## src/rtl/arcade_input_pkg.sv

```systemverilog
// arcade_input_pkg: shared scan codes, key classes, rotation and coin FSM
// types, plus small helpers used by the arcade input front end.
package arcade_input_pkg;

  // Arrow keys match on the low byte only so both the plain and the
  // extended (E0-prefixed) variants drive the P1 directions.
  localparam logic [7:0] KEY_ARROW_UP    = 8'h75;
  localparam logic [7:0] KEY_ARROW_DOWN  = 8'h72;
  localparam logic [7:0] KEY_ARROW_LEFT  = 8'h6B;
  localparam logic [7:0] KEY_ARROW_RIGHT = 8'h74;

  // Full 9-bit codes (bit 8 = extended)
  localparam logic [8:0] KEY_P1_BTN0_A  = 9'h029;
  localparam logic [8:0] KEY_P1_BTN0_B  = 9'h014;
  localparam logic [8:0] KEY_P1_BTN1    = 9'h011;
  localparam logic [8:0] KEY_P1_BTN2    = 9'h012;
  localparam logic [8:0] KEY_P1_START_A = 9'h005;
  localparam logic [8:0] KEY_P1_START_B = 9'h016;
  localparam logic [8:0] KEY_P1_COIN    = 9'h02E;

  localparam logic [8:0] KEY_P2_UP      = 9'h02D;
  localparam logic [8:0] KEY_P2_DOWN    = 9'h02B;
  localparam logic [8:0] KEY_P2_LEFT    = 9'h023;
  localparam logic [8:0] KEY_P2_RIGHT   = 9'h034;
  localparam logic [8:0] KEY_P2_BTN0    = 9'h01C;
  localparam logic [8:0] KEY_P2_BTN1    = 9'h01B;
  localparam logic [8:0] KEY_P2_BTN2    = 9'h015;
  localparam logic [8:0] KEY_P2_START_A = 9'h006;
  localparam logic [8:0] KEY_P2_START_B = 9'h01E;
  localparam logic [8:0] KEY_P2_COIN    = 9'h036;

  localparam logic [8:0] KEY_P3_START   = 9'h026;
  localparam logic [8:0] KEY_P4_START   = 9'h025;
  localparam logic [8:0] KEY_P3_COIN    = 9'h03D;
  localparam logic [8:0] KEY_P4_COIN    = 9'h03E;

  localparam logic [8:0] KEY_TEST       = 9'h02C;

  // Key classes. Direction classes equal the joystick bit positions
  // (0 right, 1 left, 2 down, 3 up) and buttons follow from 4 upward,
  // so a decoded class indexes the latch vectors directly.
  localparam logic [3:0] KIND_RIGHT = 4'd0;
  localparam logic [3:0] KIND_LEFT  = 4'd1;
  localparam logic [3:0] KIND_DOWN  = 4'd2;
  localparam logic [3:0] KIND_UP    = 4'd3;
  localparam logic [3:0] KIND_BTN0  = 4'd4;
  localparam logic [3:0] KIND_BTN1  = 4'd5;
  localparam logic [3:0] KIND_BTN2  = 4'd6;
  localparam logic [3:0] KIND_START = 4'd8;
  localparam logic [3:0] KIND_COIN  = 4'd9;
  localparam logic [3:0] KIND_TEST  = 4'd10;

  typedef enum logic [1:0] {
    ROT_0   = 2'd0,
    ROT_90  = 2'd1,
    ROT_180 = 2'd2,
    ROT_270 = 2'd3
  } rot_t;

  typedef enum logic [1:0] {
    IDLE    = 2'd0,
    PULSE   = 2'd1,
    WAITREL = 2'd2
  } coinState_t;

  typedef struct packed {
    logic       valid;
    logic [1:0] player;
    logic [3:0] kind;
  } keyDecode_t;

  // Joystick word layout depends on how many action buttons precede
  // the start and coin bits.
  function automatic int joyStartBit(input int numButtons);
    return 4 + numButtons;
  endfunction

  function automatic int joyCoinBit(input int numButtons);
    return 5 + numButtons;
  endfunction

  // Classify a scan code into (player, key class); unknown codes come
  // back with valid=0.
  function automatic keyDecode_t decodeKey(input logic [8:0] code);
    keyDecode_t d;
    d.valid  = 1'b1;
    d.player = 2'd0;
    d.kind   = KIND_UP;
    case (code[7:0])
      KEY_ARROW_UP:    d.kind = KIND_UP;
      KEY_ARROW_DOWN:  d.kind = KIND_DOWN;
      KEY_ARROW_LEFT:  d.kind = KIND_LEFT;
      KEY_ARROW_RIGHT: d.kind = KIND_RIGHT;
      default: begin
        case (code)
          KEY_P1_BTN0_A, KEY_P1_BTN0_B:   d.kind = KIND_BTN0;
          KEY_P1_BTN1:                    d.kind = KIND_BTN1;
          KEY_P1_BTN2:                    d.kind = KIND_BTN2;
          KEY_P1_START_A, KEY_P1_START_B: d.kind = KIND_START;
          KEY_P1_COIN:                    d.kind = KIND_COIN;
          KEY_TEST:                       d.kind = KIND_TEST;
          KEY_P2_UP:    begin d.player = 2'd1; d.kind = KIND_UP;    end
          KEY_P2_DOWN:  begin d.player = 2'd1; d.kind = KIND_DOWN;  end
          KEY_P2_LEFT:  begin d.player = 2'd1; d.kind = KIND_LEFT;  end
          KEY_P2_RIGHT: begin d.player = 2'd1; d.kind = KIND_RIGHT; end
          KEY_P2_BTN0:  begin d.player = 2'd1; d.kind = KIND_BTN0;  end
          KEY_P2_BTN1:  begin d.player = 2'd1; d.kind = KIND_BTN1;  end
          KEY_P2_BTN2:  begin d.player = 2'd1; d.kind = KIND_BTN2;  end
          KEY_P2_START_A, KEY_P2_START_B: begin
            d.player = 2'd1;
            d.kind   = KIND_START;
          end
          KEY_P2_COIN:  begin d.player = 2'd1; d.kind = KIND_COIN;  end
          KEY_P3_START: begin d.player = 2'd2; d.kind = KIND_START; end
          KEY_P4_START: begin d.player = 2'd3; d.kind = KIND_START; end
          KEY_P3_COIN:  begin d.player = 2'd2; d.kind = KIND_COIN;  end
          KEY_P4_COIN:  begin d.player = 2'd3; d.kind = KIND_COIN;  end
          default:      d.valid = 1'b0;
        endcase
      end
    endcase
    return d;
  endfunction

  // Remap {up,down,left,right} for a rotated cabinet.
  function automatic logic [3:0] rotateDir(input rot_t r, input logic [3:0] d);
    logic [3:0] res;
    case (r)
      ROT_90:  res = {d[1], d[0], d[2], d[3]};
      ROT_180: res = {d[2], d[3], d[0], d[1]};
      ROT_270: res = {d[0], d[1], d[3], d[2]};
      default: res = d;
    endcase
    return res;
  endfunction

endpackage

```

## src/rtl/arcade_coin_pulse.sv

```systemverilog
// arcade_coin_pulse: turns a level coin source into exactly one
// COIN_PULSE_CYCLES-wide pulse per press; the source must drop before
// another pulse can start.
module arcade_coin_pulse
  import arcade_input_pkg::*;
#(
  parameter int COIN_PULSE_CYCLES = 600000
) (
  input  logic clk_sys,
  input  logic RESET_N,
  input  logic i_src,
  output logic o_coin
);

  localparam int CNT_W = $clog2(COIN_PULSE_CYCLES);
  localparam logic [CNT_W-1:0] CNT_LOAD = CNT_W'(COIN_PULSE_CYCLES - 1);

  coinState_t       r_state;
  logic [CNT_W-1:0] r_count;
  logic             r_srcPrev;
  logic             r_coin;
  logic             w_rise;

  assign w_rise = i_src & ~r_srcPrev;

  // Edge detect, pulse timing and release wait in one registered FSM
  always_ff @(posedge clk_sys) begin
    if (!RESET_N) begin
      r_state   <= IDLE;
      r_count   <= '0;
      r_srcPrev <= 1'b0;
      r_coin    <= 1'b0;
    end else begin
      r_srcPrev <= i_src;
      case (r_state)
        IDLE: begin
          if (w_rise) begin
            r_state <= PULSE;
            r_count <= CNT_LOAD;
            r_coin  <= 1'b1;
          end
        end
        PULSE: begin
          if (r_count == '0) begin
            r_state <= WAITREL;
            r_coin  <= 1'b0;
          end else begin
            r_count <= r_count - 1'b1;
          end
        end
        WAITREL: begin
          if (!i_src) begin
            r_state <= IDLE;
          end
        end
        default: begin
          r_state <= IDLE;
          r_coin  <= 1'b0;
        end
      endcase
    end
  end

  assign o_coin = r_coin;

endmodule

```

## src/rtl/arcade_input_map.sv

```systemverilog
// arcade_input_map: merges PS/2 keyboard events and HPS joysticks into
// per-player active-high controls, applies screen rotation and produces
// coin pulses. Optional button-0 autofire is built when the macro
// ARCADE_INPUT_AUTOFIRE_EN is defined; otherwise autofire_en is ignored.
module arcade_input_map
  import arcade_input_pkg::*;
#(
  parameter int NUM_PLAYERS       = 2,
  parameter int NUM_BUTTONS       = 3,
  parameter int COIN_PULSE_CYCLES = 600000,
  parameter int AUTOFIRE_PERIOD   = 200000
) (
  input  logic                             clk_sys,
  input  logic                             RESET_N,
  input  logic [10:0]                      ps2_key,
  input  logic [NUM_PLAYERS*16-1:0]        joy,
  input  logic [1:0]                       rot,
  input  logic                             coin_from_start,
  input  logic [NUM_PLAYERS-1:0]           autofire_en,
  output logic [NUM_PLAYERS*4-1:0]         dir,
  output logic [NUM_PLAYERS*NUM_BUTTONS-1:0] btn,
  output logic [NUM_PLAYERS-1:0]           start,
  output logic [NUM_PLAYERS-1:0]           coin,
  output logic                             test
);

  localparam int JOY_START = joyStartBit(NUM_BUTTONS);
  localparam int JOY_COIN  = joyCoinBit(NUM_BUTTONS);

`ifdef ARCADE_INPUT_AUTOFIRE_EN
  localparam int AF_W = $clog2(AUTOFIRE_PERIOD);
  localparam logic [AF_W-1:0] AF_LAST = AF_W'(AUTOFIRE_PERIOD - 1);
`else
  logic w_unused_autofire;
  assign w_unused_autofire = ^{autofire_en, 32'(AUTOFIRE_PERIOD)};
`endif

  logic                                 r_toggle;
  logic                                 r_kbTest;
  logic                                 w_event;
  keyDecode_t                           w_key;
  rot_t                                 w_rot;

  logic [NUM_PLAYERS*4-1:0]             w_dirMerged;
  logic [NUM_PLAYERS*NUM_BUTTONS-1:0]   w_btnMerged;
  logic [NUM_PLAYERS-1:0]               w_startMerged;
  logic [NUM_PLAYERS-1:0]               w_coinSrc;

  logic [NUM_PLAYERS*4-1:0]             r_dir;
  logic [NUM_PLAYERS*NUM_BUTTONS-1:0]   r_btn;
  logic [NUM_PLAYERS-1:0]               r_start;
  logic                                 r_test;

  assign w_event = (ps2_key[10] != r_toggle);
  assign w_key   = decodeKey(ps2_key[8:0]);
  assign w_rot   = rot_t'(rot);

  // Track the PS/2 toggle and latch the service key; reloading the
  // tracker in reset keeps a stale event from replaying afterwards
  always_ff @(posedge clk_sys) begin
    if (!RESET_N) begin
      r_toggle <= ps2_key[10];
      r_kbTest <= 1'b0;
    end else begin
      r_toggle <= ps2_key[10];
      if (w_event && w_key.valid && (w_key.kind == KIND_TEST)) begin
        r_kbTest <= ps2_key[9];
      end
    end
  end

  for (genvar p = 0; p < NUM_PLAYERS; p++) begin : g_player
    logic [3:0]             r_kbDir;
    logic [NUM_BUTTONS-1:0] r_kbBtn;
    logic                   r_kbStart;
    logic                   r_kbCoin;
    logic                   w_hit;
    logic [3:0]             w_rawDir;
    logic [NUM_BUTTONS-1:0] w_rawBtn;
    logic [NUM_BUTTONS-1:0] w_btnOut;
    logic                   w_rawCoin;
    logic [9-NUM_BUTTONS:0] w_unused_joyHi;

    assign w_hit = w_event & w_key.valid & (w_key.player == 2'(p));

    // Keyboard latches for this player follow the pressed flag of each
    // accepted event that maps to them
    always_ff @(posedge clk_sys) begin
      if (!RESET_N) begin
        r_kbDir   <= '0;
        r_kbBtn   <= '0;
        r_kbStart <= 1'b0;
        r_kbCoin  <= 1'b0;
      end else if (w_hit) begin
        for (int d = 0; d < 4; d++) begin
          if (w_key.kind == 4'(d)) begin
            r_kbDir[d] <= ps2_key[9];
          end
        end
        for (int b = 0; b < NUM_BUTTONS; b++) begin
          if (w_key.kind == 4'(KIND_BTN0 + 4'(b))) begin
            r_kbBtn[b] <= ps2_key[9];
          end
        end
        if (w_key.kind == KIND_START) begin
          r_kbStart <= ps2_key[9];
        end
        if (w_key.kind == KIND_COIN) begin
          r_kbCoin <= ps2_key[9];
        end
      end
    end

    assign w_rawDir   = r_kbDir | joy[16*p +: 4];
    assign w_rawBtn   = r_kbBtn | joy[16*p+4 +: NUM_BUTTONS];
    assign w_rawCoin  = r_kbCoin | joy[16*p+JOY_COIN];
    assign w_unused_joyHi = joy[16*p+JOY_COIN+1 +: 10-NUM_BUTTONS];

    assign w_dirMerged[4*p +: 4]   = rotateDir(w_rot, w_rawDir);
    assign w_startMerged[p]        = r_kbStart | joy[16*p+JOY_START];
    assign w_coinSrc[p]            = w_rawCoin | (coin_from_start & w_startMerged[p]);
    assign w_btnMerged[NUM_BUTTONS*p +: NUM_BUTTONS] = w_btnOut;

`ifdef ARCADE_INPUT_AUTOFIRE_EN
    logic [AF_W-1:0] r_afCnt;
    logic            r_afOff;
    logic            w_afActive;

    assign w_afActive = autofire_en[p] & w_rawBtn[0];

    // Autofire phase: held-on for the first period, then flips every
    // AUTOFIRE_PERIOD cycles; restarts whenever the button or enable drops
    always_ff @(posedge clk_sys) begin
      if (!RESET_N) begin
        r_afCnt <= '0;
        r_afOff <= 1'b0;
      end else if (!w_afActive) begin
        r_afCnt <= '0;
        r_afOff <= 1'b0;
      end else if (r_afCnt == AF_LAST) begin
        r_afCnt <= '0;
        r_afOff <= ~r_afOff;
      end else begin
        r_afCnt <= r_afCnt + 1'b1;
      end
    end

    // Gate button 0 with the autofire phase while autofire is requested
    always_comb begin
      w_btnOut    = w_rawBtn;
      w_btnOut[0] = w_rawBtn[0] & ~(autofire_en[p] & r_afOff);
    end
`else
    assign w_btnOut = w_rawBtn;
`endif

    arcade_coin_pulse #(
      .COIN_PULSE_CYCLES(COIN_PULSE_CYCLES)
    ) u_coin (
      .clk_sys(clk_sys),
      .RESET_N(RESET_N),
      .i_src  (w_coinSrc[p]),
      .o_coin (coin[p])
    );
  end

  // Register the merged controls so the core sees glitch-free levels
  always_ff @(posedge clk_sys) begin
    if (!RESET_N) begin
      r_dir   <= '0;
      r_btn   <= '0;
      r_start <= '0;
      r_test  <= 1'b0;
    end else begin
      r_dir   <= w_dirMerged;
      r_btn   <= w_btnMerged;
      r_start <= w_startMerged;
      r_test  <= r_kbTest;
    end
  end

  assign dir   = r_dir;
  assign btn   = r_btn;
  assign start = r_start;
  assign test  = r_test;

endmodule

```

## config.mk

```make
export PLATFORM = sky130hd
export DESIGN_NAME = arcade_input_map
export DESIGN_NICKNAME = d
export VERILOG_FILES = /design/src/rtl/arcade_input_pkg.sv /design/src/rtl/arcade_coin_pulse.sv /design/src/rtl/arcade_input_map.sv
export SDC_FILE = /design/constraint.sdc
export NUM_CORES = 1
export LEC_CHECK = 0
export CORE_MARGIN = 1.5
export CORE_UTILIZATION = 49
export CTS_CLUSTER_SIZE = 25
export DETAILED_ROUTE_END_ITERATION = 10
export GPL_ROUTABILITY_DRIVEN = 0
export PLACE_DENSITY = 0.78
export SLEW_MARGIN = 40
export SYNTH_ARGS = -nofsm -noshare
export SYNTH_HDL_FRONTEND = slang
export SYNTH_SLANG_ARGS = --single-unit
```

## constraint.sdc

```tcl
create_clock -name clk_sys -period 2.2 [get_ports clk_sys]
set_input_delay 0.44 -clock clk_sys [delete_from_list [all_inputs] [get_ports clk_sys]]
set_output_delay 0.44 -clock clk_sys [all_outputs]
set_load 0.02 [all_outputs]
```

==> metrics <==
status complete, no violations; DP HPWL 8710 um; Final #Nets 712; crit path cell chain buf_2 > or4bb_4 > a311oi_4 > o31ai_4 > a211oi_2 > nor4b_4 > mux2i_1; yosys warns 0; Final Cycle Share 98.8%; hold path endpoint test$_SDFF_PN0_; Overall Global Routing Usage 25.4%; Post-synth EDFFs 0; Worst Path Required 2.49 ns; Reg clk slew, reported paths 0.08 ns; post-synth top area share 37.6%; Final Setup Violations 0; initial core utilization 51.2%; CP startpoint kind primary input; vias in the first global route 4552; clock sinks 85; CP arrival 2.46 ns; post-route ant nets 0; actual slew at the worst max-slew pin 0.532 ns; clk_lat worst skew 0.36 ns; detailed-route DRC error count 0; Routed WL 12300 um; synth-to-layout area growth 34.5%; initial antenna violation count 0; hold path depth 2; Fillers 688; CP max FO 8; min cycle time layout 2.17 ns; WP buf/inv 1; crit end category register; Slew Viols, Final 0; Pleak 2.32 nW; TNS Setup 0 ns; f_max 0.460 GHz; Avg Synthesized Cell Area 8.47 um^2; max_slew headroom 64.2%; CP max stage delay 0.56 ns; skew final 0.0103 ns; Final Hold Vio Count 0; diode count 0; Worst path depth 7; post-synth net total 587; Gate power share 24.6%; vias 4540; Pwr per Cell Area 621 mW/mm^2; FF-to-FF Start g_player[1].u_coin.r_count[12]$_SDFFE_PN0P_; clock network power share 29.5%; Sw Share 30.9%; R2R cell count 7; I/O Pins 69; asr flop ratio synth 0%; internal power 2.61 mW; post-synthesis cell area 0.00453 mm^2; R2R setup slack 0.09 ns; Pre-antenna DRT Iters 5; CTS tree built; Critical R2R Capture g_player[1].u_coin.r_count[2]$_SDFFE_PN0P_; Max-cap violations 0; IO buf count 52; Final Util 68.9%; Cells after Synth 535; Sw Pwr 1.17 mW; Die ar. 0.00983 mm^2; worst hold slack 0.458 ns; Rows 34; sequential share of the synthesized area 37.6%; Vias/cell 5.87; post-synthesis sequential element count 85; first-pass GRT wire length 20600 um; clock buffer count from CTS 9; Congestion Overflow GR 0; Hold Crit Class register to register; largest net degree at the start of global routing 34; Synth cell types 71; CTS Root Cell clkbuf_8; dominant cells by area after synthesis dfxtp_1, nor2_1, a21oi_1, mux2i_1, xnor2_1; Longest Clk Path Bufs 2; VDD IR max 0.371 mV; share of cells above drive strength 1 24.2%; ys flop type dfxtp_1; Die X 99.2 um; Hold Startpoint r_kbTest$_SDFFE_PN0P_; Detailed Route Iter0 Violations 232; WS Path Type primary input to register; H-tree levels 3; Routed WL per cell 16.0 um; delay-heaviest family, CP simple AND/OR/NAND/NOR gates; Die H 99.2 um; Worst path slowest cell or4bb_4; leading area contributor after synthesis dfxtp_1; Core Area 0.00885 mm^2; Flop pwr share 45.9%
==> worst max-delay path by stage <==
stage,startpoint,end
after floorplan,ps2_key[5],g_player[1].r_kbDir[1]$_SDFFE_PN0P_
after global placement,ps2_key[4],g_player[0].r_kbDir[1]$_SDFFE_PN0P_
after detailed placement,ps2_key[4],g_player[0].r_kbDir[1]$_SDFFE_PN0P_
after CTS,ps2_key[3],g_player[0].r_kbDir[1]$_SDFFE_PN0P_
after global routing,ps2_key[3],g_player[0].r_kbDir[1]$_SDFFE_PN0P_
final,ps2_key[3],g_player[0].r_kbDir[1]$_SDFFE_PN0P_
==> cells by family after synthesis <==
| logic type | after synthesis | synth area share [%] |
|---|---|---|
| flip-flops | 85 | 37.6 |
| buffers and inverters | 43 | 4.47 |
| adder cells (fa/ha/maj) | 2 | 0.552 |
| AND/OR/NAND/NOR | 225 | 27.5 |
| XOR/XNOR | 34 | 6.57 |
| multiplexers | 19 | 4.23 |
| AO/OA/AOI/OAI | 127 | 19.1 |
==> worst reg2reg max path, cell delays in order, from the launching register on <==
cell and delay [ns]:
dfxtp_1 0.36, or4_4 0.56, nand2b_4 0.18, o31a_1 0.35
buf_4 0.17, nand2_1 0.12, xor2_1 0.16, a21oi_1 0.08
==> routing by layer <==
metal	GRT usage (%)	vias up	share of wire, %
li1	-	2216	-
met1	30.8	2176	42
met2	44.5	123	52
met3	4.15	25	4.3
met4	11.7	0	2.2
met5	0	-	0
==> through the flow <==
stage          setup slack, ns  cells  instance area [um^2]  power (mW)
6_report                0.0267    773                  6090        3.78
5_1_grt                -0.0207    773                  6090        3.97
4_1_cts                0.00285    771                  6000        3.73
3_5_place_dp            -0.765    750                  5690        2.62
3_3_place_gp            -0.614    750                  5690        2.58
2_1_floorplan          -0.0519    535                  4540        2.27
==> registers in the layout, indices dropped and copies added (netlist names), 2 cells and up <==
signal,count
btn,6
dir,8
g_player.r_kbBtn,6
g_player.r_kbCoin,2
g_player.r_kbDir,8
g_player.r_kbStart,2
g_player.u_coin.o_coin,2
g_player.u_coin.r_count,40
g_player.u_coin.r_srcPrev,2
g_player.u_coin.r_state,4
start,2
==> cell type report <==
class | instances | area [um^2] | area share, %
Timing Repair Buffer | 148 | 1220 | 20.0
Clock inverter | 7 | 71.3 | 1.17
Inverter | 9 | 33.8 | 0.554
Sequential cell | 85 | 1700 | 27.9
Tap cell | 108 | 135 | 2.22
Multi-Input combinational cell | 407 | 2810 | 46.1
Clock buffer | 9 | 124 | 2.03
==> power by group through the flow <==
stage	logic [mW]	clock network, mW	registers, mW
floorplan	0.502	0	1.77
global placement	0.834	0	1.75
detailed placement	0.860	0	1.76
CTS	0.886	1.12	1.72
global route	1.02	1.20	1.75
finish	0.932	1.12	1.74
==> Yosys cell counts, types with 3 or more instances <==
master	count
dfxtp_1	85
nor2_1	65
a21oi_1	44
nand2_1	31
nor3_1	24
clkbuf_1	19
xnor2_1	19
mux2i_1	18
o21ai_0	18
nand3_1	16
nor4_1	16
xor2_1	15
a211oi_1	13
nand2b_1	9
nor2b_1	9
inv_1	8
or4_1	8
buf_2	6
nand3b_1	6
o211ai_1	6
or3_1	6
buf_4	5
nor4b_1	5
o31ai_1	5
nand4_1	4
o21a_1	4
a21o_1	3
a311oi_1	3
and3b_1	3
nand4b_1	3
nor3b_1	3
nor4b_2	3
o2111ai_1	3
==> layout by cell type, fill, tap and decap left out, types with 9 or more instances in the layout <==
master and instances:
clkbuf_8 9, mux2i_1 18, buf_4 93, nand2_1 31, xor2_1 15, nor3_1 24, xnor2_1 19, a211oi_1 13
o21ai_0 17, dfxtp_1 84, nand3_1 16, nor2_1 65, nor4_1 11, a21oi_1 44, clkdlybuf4s50_1 43
==> what timing repair did <==
action	4_1_cts	5_1_grt
endpoints found under the setup margin	20	43
buffers inserted	5	2
hold buffers	0	0
gates resized for setup	50	17
pin swaps	11	9
Power figures use the tool's default switching activity.
==> edit 1 (same settings) <==
Build with the macro `ARCADE_INPUT_AUTOFIRE_EN` defined.
--- a/src/rtl/arcade_input_map.sv
+++ b/src/rtl/arcade_input_map.sv
@@ -4,2 +4,4 @@
 // ARCADE_INPUT_AUTOFIRE_EN is defined; otherwise autofire_en is ignored.
+`define ARCADE_INPUT_AUTOFIRE_EN
+
 module arcade_input_map
Formal check against the unedited RTL: same outputs for any inputs over 4 cycles, from zero or initial values and one cycle with RESET_N low; that may be too few to reach the edited logic, so the function may still have changed.
==> edit 1 against the unedited design <==
  * The flow now finishes with violations (negative setup slack)
  * Clock power grew 130%
  * Register-to-register slack got worse by 0.28 ns
  * Worst setup slack worse by 0.21 ns
  * Core utilization rose by 1.8 points
  * Die area increased by 34%
  * Final area grew 40%
  * Wire length up 35%
  * Sequential power is 40% higher
  * Synthesized area grew 35%
  * Sequential cell count rose by 38
  * Power increased by 62%
  * Largest power group is now clock
  * Highest routed layer unchanged
==> edit 1: results (changes against the unedited design) <==
metric,value,unit,change
final worst slack,-0.187,ns,-0.214 ns
setup TNS,-2.89,ns,-2.89 ns
fill count,859,,+25%
HP Start,r_kbTest$_SDFFE_PN0P_,,
fin nets,925,,+30%
Synth top cells by count,"123 x dfxtp_1, 107 x nor2_1, 63 x nand2_1",,
Final HPWL DP,10.2,mm,+17%
Max VDD drop,554,uV,+49%
clock root cell,clkbuf_16,,
"Seq/Total Area, Yosys",40.2,%,+2.7 points
Critical Path Max Stage Delay,0.53,ns,-0.03 ns
"top cells by area, synth","dfxtp_1 40%, xor2_1 6.7%, nor2_1 6.6%",,
CP Data Arrival Time,2.70,ns,+0.24 ns
routed len/inst,15.9,microns,-0.51%
leakage,0.00319,uW,+38%
"Reg clk slew, reported paths",0.05,ns,-0.03 ns
CTS max path bufs,2,,unchanged
# setup viols final,38,,+38
Crit. Startpoint,g_player[0].u_coin.r_count[10]$_SDFFE_PN0P_,,
P_int,4510,uW,+72%
failing checks,negative setup slack,,
IO buf count,54,,+3.8%
aggregate global-route resource usage,24.6,%,-0.83 points
syn avg cell area,8.42,sq um,-0.54%
Synth Area in XOR/XNOR,10.3,%,+3.7 points
mux cell area share after synthesis,3.62,%,-0.61 points
CTS H-tree lvls,4,,+1
final wirelength,16.7,mm,+35%
post-synthesis adder-cell area fraction,0.817,%,+0.26 points
run status,"finished, violations left",,
Worst Max-Slew Pin Slew,0.759,ns,+0.226 ns
crit-path max FO,6,,-2
synth unique cells,66,,-7.0%
worst clock skew,0.00944,ns,-0.000847 ns
vias in the first global route,5731,,+26%
CTS buffer count,17,,+8
# diodes,0,,unchanged
slowest cell on the critical path,or4_4,,
Iteration-0 DRC Markers,401,,+73%
Synth Area in Compound Gates,13.1,%,-6.1 points
Cells after DPL,999,,+33%
DR vias,5930,,+31%
Post-DP Area,7460,sq um,+31%
syn_nets,781,,+33%
share of layout cells above drive strength 1,25.3,%,+1.1 points
first-pass GRT wire length,26.0,mm,+26%
Seq. cell area,2470,sq um,+45%
largest net degree at the start of global routing,30,,-12%
clk_lat worst skew,0.42,ns,+0.06 ns
Setup WS pre-CTS,-0.762,ns,+0.00248 ns
==> edit 1: kinds of logic (layout without fill, tap and decap cells) <==
logic type               after synthesis  count (layout)
flip-flops                           123             123
AND/OR/NAND/NOR                      341             341
multiplexers                          22              22
AO/OA/AOI/OAI                        114             115
XOR/XNOR                              72              72
buffers and inverters                 51             207
adder cells (fa/ha/maj)                4               4
==> edit 1: worst min-delay path: cells and delay by family, from the launching register on <==
family	cells	cell delay (ns)
flops	1	0.31
buf+inv	1	0.05
simple gates	1	0.06
==> edit 1: path summary, 6_finish.rpt <==
check / end / slack [ns] / cells past startpoint
min reg2reg: test$_SDFF_PN0_ / 0.45 / 2
min: test$_SDFF_PN0_ / 0.45 / 2
max: g_player[0].u_coin.r_count[9]$_SDFFE_PN0P_ / -0.19 / 7
max reg2reg: g_player[0].u_coin.r_count[9]$_SDFFE_PN0P_ / -0.19 / 7
==> edit 1: layout make-up <==
class,count,share of cell area [%]
well taps,168,2.46
flip-flops and latches,123,28.8
multi-input cells,554,45.2
repair buffers,161,16.5
inverters,14,0.614
clock inverters,8,0.789
clock buffers,24,5.63
==> edit 1: metal layers <==
metal,global-route usage [%],routed length (microns)
met5,0,0
met4,10.4,460
met2,42.8,8260
met1,29.4,6970
met3,5.69,1010
==> edit 1: power by group through the flow <==
stage | combinational [uW] | clock, uW | sequential, uW
global route | 1190 | 2750 | 2430
CTS | 987 | 2620 | 2410
floorplan | 502 | 0 | 2470
detailed placement | 906 | 0 | 2450
finish | 1110 | 2600 | 2430
global placement | 874 | 0 | 2450
==> edit 1: what timing repair did <==
item | in CTS | in global routing
hold buffers | 0 | 0
setup endpoints to repair | 52 | 50
pin swaps | 35 | 42
cloned | 2 | 1
buffers inserted | 7 | 12
resized for setup | 67 | 53
==> edit 2 (same flow settings) <==
Made on the original files. Put one more register stage on the output `dir`. The value now appears one clock later. The other outputs are not delayed to match.
--- a/src/rtl/arcade_input_map.sv
+++ b/src/rtl/arcade_input_map.sv
@@ -181,3 +181,5 @@
 
-  assign dir   = r_dir;
+  always_ff @(posedge clk_sys) begin
+    dir <= r_dir;
+  end
   assign btn   = r_btn;
Formal check against the unedited RTL: not equivalent (Yosys sat finds a counterexample within 4 cycles, from zero or initial values and one cycle with RESET_N low).
==> edit 2 against the unedited design <==
  * Worst setup slack gained 0.013 ns
  * Critical path type unchanged
  * Via count shrank 2.2%
  * Sequential cell count grew 8
  * Non-clock buffer count shrank 10
  * Wire length shrank 4.5%
  * Final area grew 3.3%
  * Final cell count grew 2.8%
  * Core utilization shrank 0.73 points
  * Power grew 2.0%
  * Synthesized area grew 2.8%
  * Global-route usage shrank 2.6 points
  * Synthesized cell count grew 0.75%
==> edit 2: results (changes against the unedited design) <==
metric,value,unit,change
Syn Inst Count,539,,+0.75%
Reg-to-Reg End,g_player[1].u_coin.r_count[5]$_SDFFE_PN0P_,,
# clk buffers,10,,+1
Repair and plain buffers,138,,-6.8%
Crit. Startpoint,ps2_key[0],,
fin nets,713,,+0.14%
multi-input gates,408,,+0.25%
P_int,2690,uW,+2.8%
aggregate global-route resource usage,22.8,%,-2.6 points
vias in the first global route,4087,,-10%
ClkCell Share,2.78,%,-0.42 points
fraction of area in registers,29.6,%,+1.6 points
R2R depth,8,,+1
Fin Hold WS,0.332,ns,-0.126 ns
"top cells by area, synth","dfxtp_1 40%, nor2_1 6.7%, a21oi_1 5.4%",,
Vias/cell,5.58,,-5.0%
worst clock skew,0.0120,ns,+0.00174 ns
Die Width,100,microns,+1.3%
fraction of area in multi-input gates,44.9,%,-1.2 points
reg2reg start,g_player[1].u_coin.r_count[15]$_SDFFE_PN0P_,,
leakage,0.00240,uW,+3.7%
Non-clk invs,11,,+2
final wirelength,11.8,mm,-4.5%
CTS resizes,26,,-48%
fill count,716,,+4.1%
slowest cell on the critical path,or3_1,,
HP Start,r_dir[0]$_SDFF_PN0_,,
fin area,6300,sq um,+3.3%
NonClk Buf Share,19.6,%,-0.42 points
worst setup path end,g_player[1].r_kbDir[1]$_SDFFE_PN0P_,,
largest net degree at the start of global routing,59,,+74%
Synth top cells by count,"93 x dfxtp_1, 83 x nor2_1, 50 x a21oi_1",,
buffer count from post-CTS setup fixing,2,,-3
Worst Hold End,dir[0]$_DFF_P_,,
syn_nets,591,,+0.68%
run status,finished clean,,
register bit count reported by yosys,93,,+9.4%
DR vias,4438,,-2.2%
crit-path max FO,20,,+12
Final HPWL DP,8.01,mm,-8.0%
Hold Crit Depth,0,,-2
[edit 2: cell count changes in the layout (fill, tap and decap cells not counted), moves of 6 or more]
cell / unedited run / this run
nor2_1: 65 / 83
buf_4: 93 / 79
a211oi_1: 13 / 3
dfxtp_1: 84 / 92
buf_2: 6 / 0
mux2i_1: 18 / 12
nor4_1: 11 / 5
[edit 2: metrics by stage]
step	worst slack (ns)	total power (uW)	TNS [ns]
after global placement	-0.574	2730	-9.30
after detailed placement	-0.642	2760	-10.80
final	0.0400	3860	0
after floorplan	0.0823	2430	0
after CTS	0.00332	3810	0
after global routing	-0.0213	4050	-0.0701
[edit 2: cell families (layout without fill, tap and decap cells)]
| logic type | count (synthesis) | in the layout | share of synthesized area [%] |
|---|---|---|---|
| adder cells (fa/ha/maj) | 2 | 2 | 0.537 |
| flip-flops | 93 | 93 | 40.0 |
| AND/OR/NAND/NOR | 231 | 231 | 26.8 |
| XOR/XNOR | 37 | 37 | 7.25 |
| buffers and inverters | 38 | 165 | 4.46 |
| AO/OA/AOI/OAI | 126 | 126 | 18.4 |
| multiplexers | 12 | 12 | 2.58 |
[edit 2: metal layers]
| metal | vias up | wire, microns | GRT usage (%) |
|---|---|---|---|
| met5 | - | 0 | 0 |
| met4 | 0 | 278 | 8.23 |
| met3 | 30 | 452 | 4.58 |
| met2 | 118 | 5930 | 39.2 |
| met1 | 2117 | 5120 | 28.4 |
| li1 | 2173 | - | - |
[edit 2: power groups by stage]
stage	Clock (uW)	Sequential, uW	Combinational (uW)
floorplan	0	1930	498
global placement	0	1910	824
detailed placement	0	1920	846
CTS	1050	1880	883
global route	1130	1900	1030
finish	1030	1890	944
[edit 2: worst max-delay path: cells and delay by family]
kind | cells | cell delay [ns]
simple gates | 3 | 0.71
compound gates | 3 | 0.68
buf+inv | 2 | 0.42
mux | 1 | 0.12
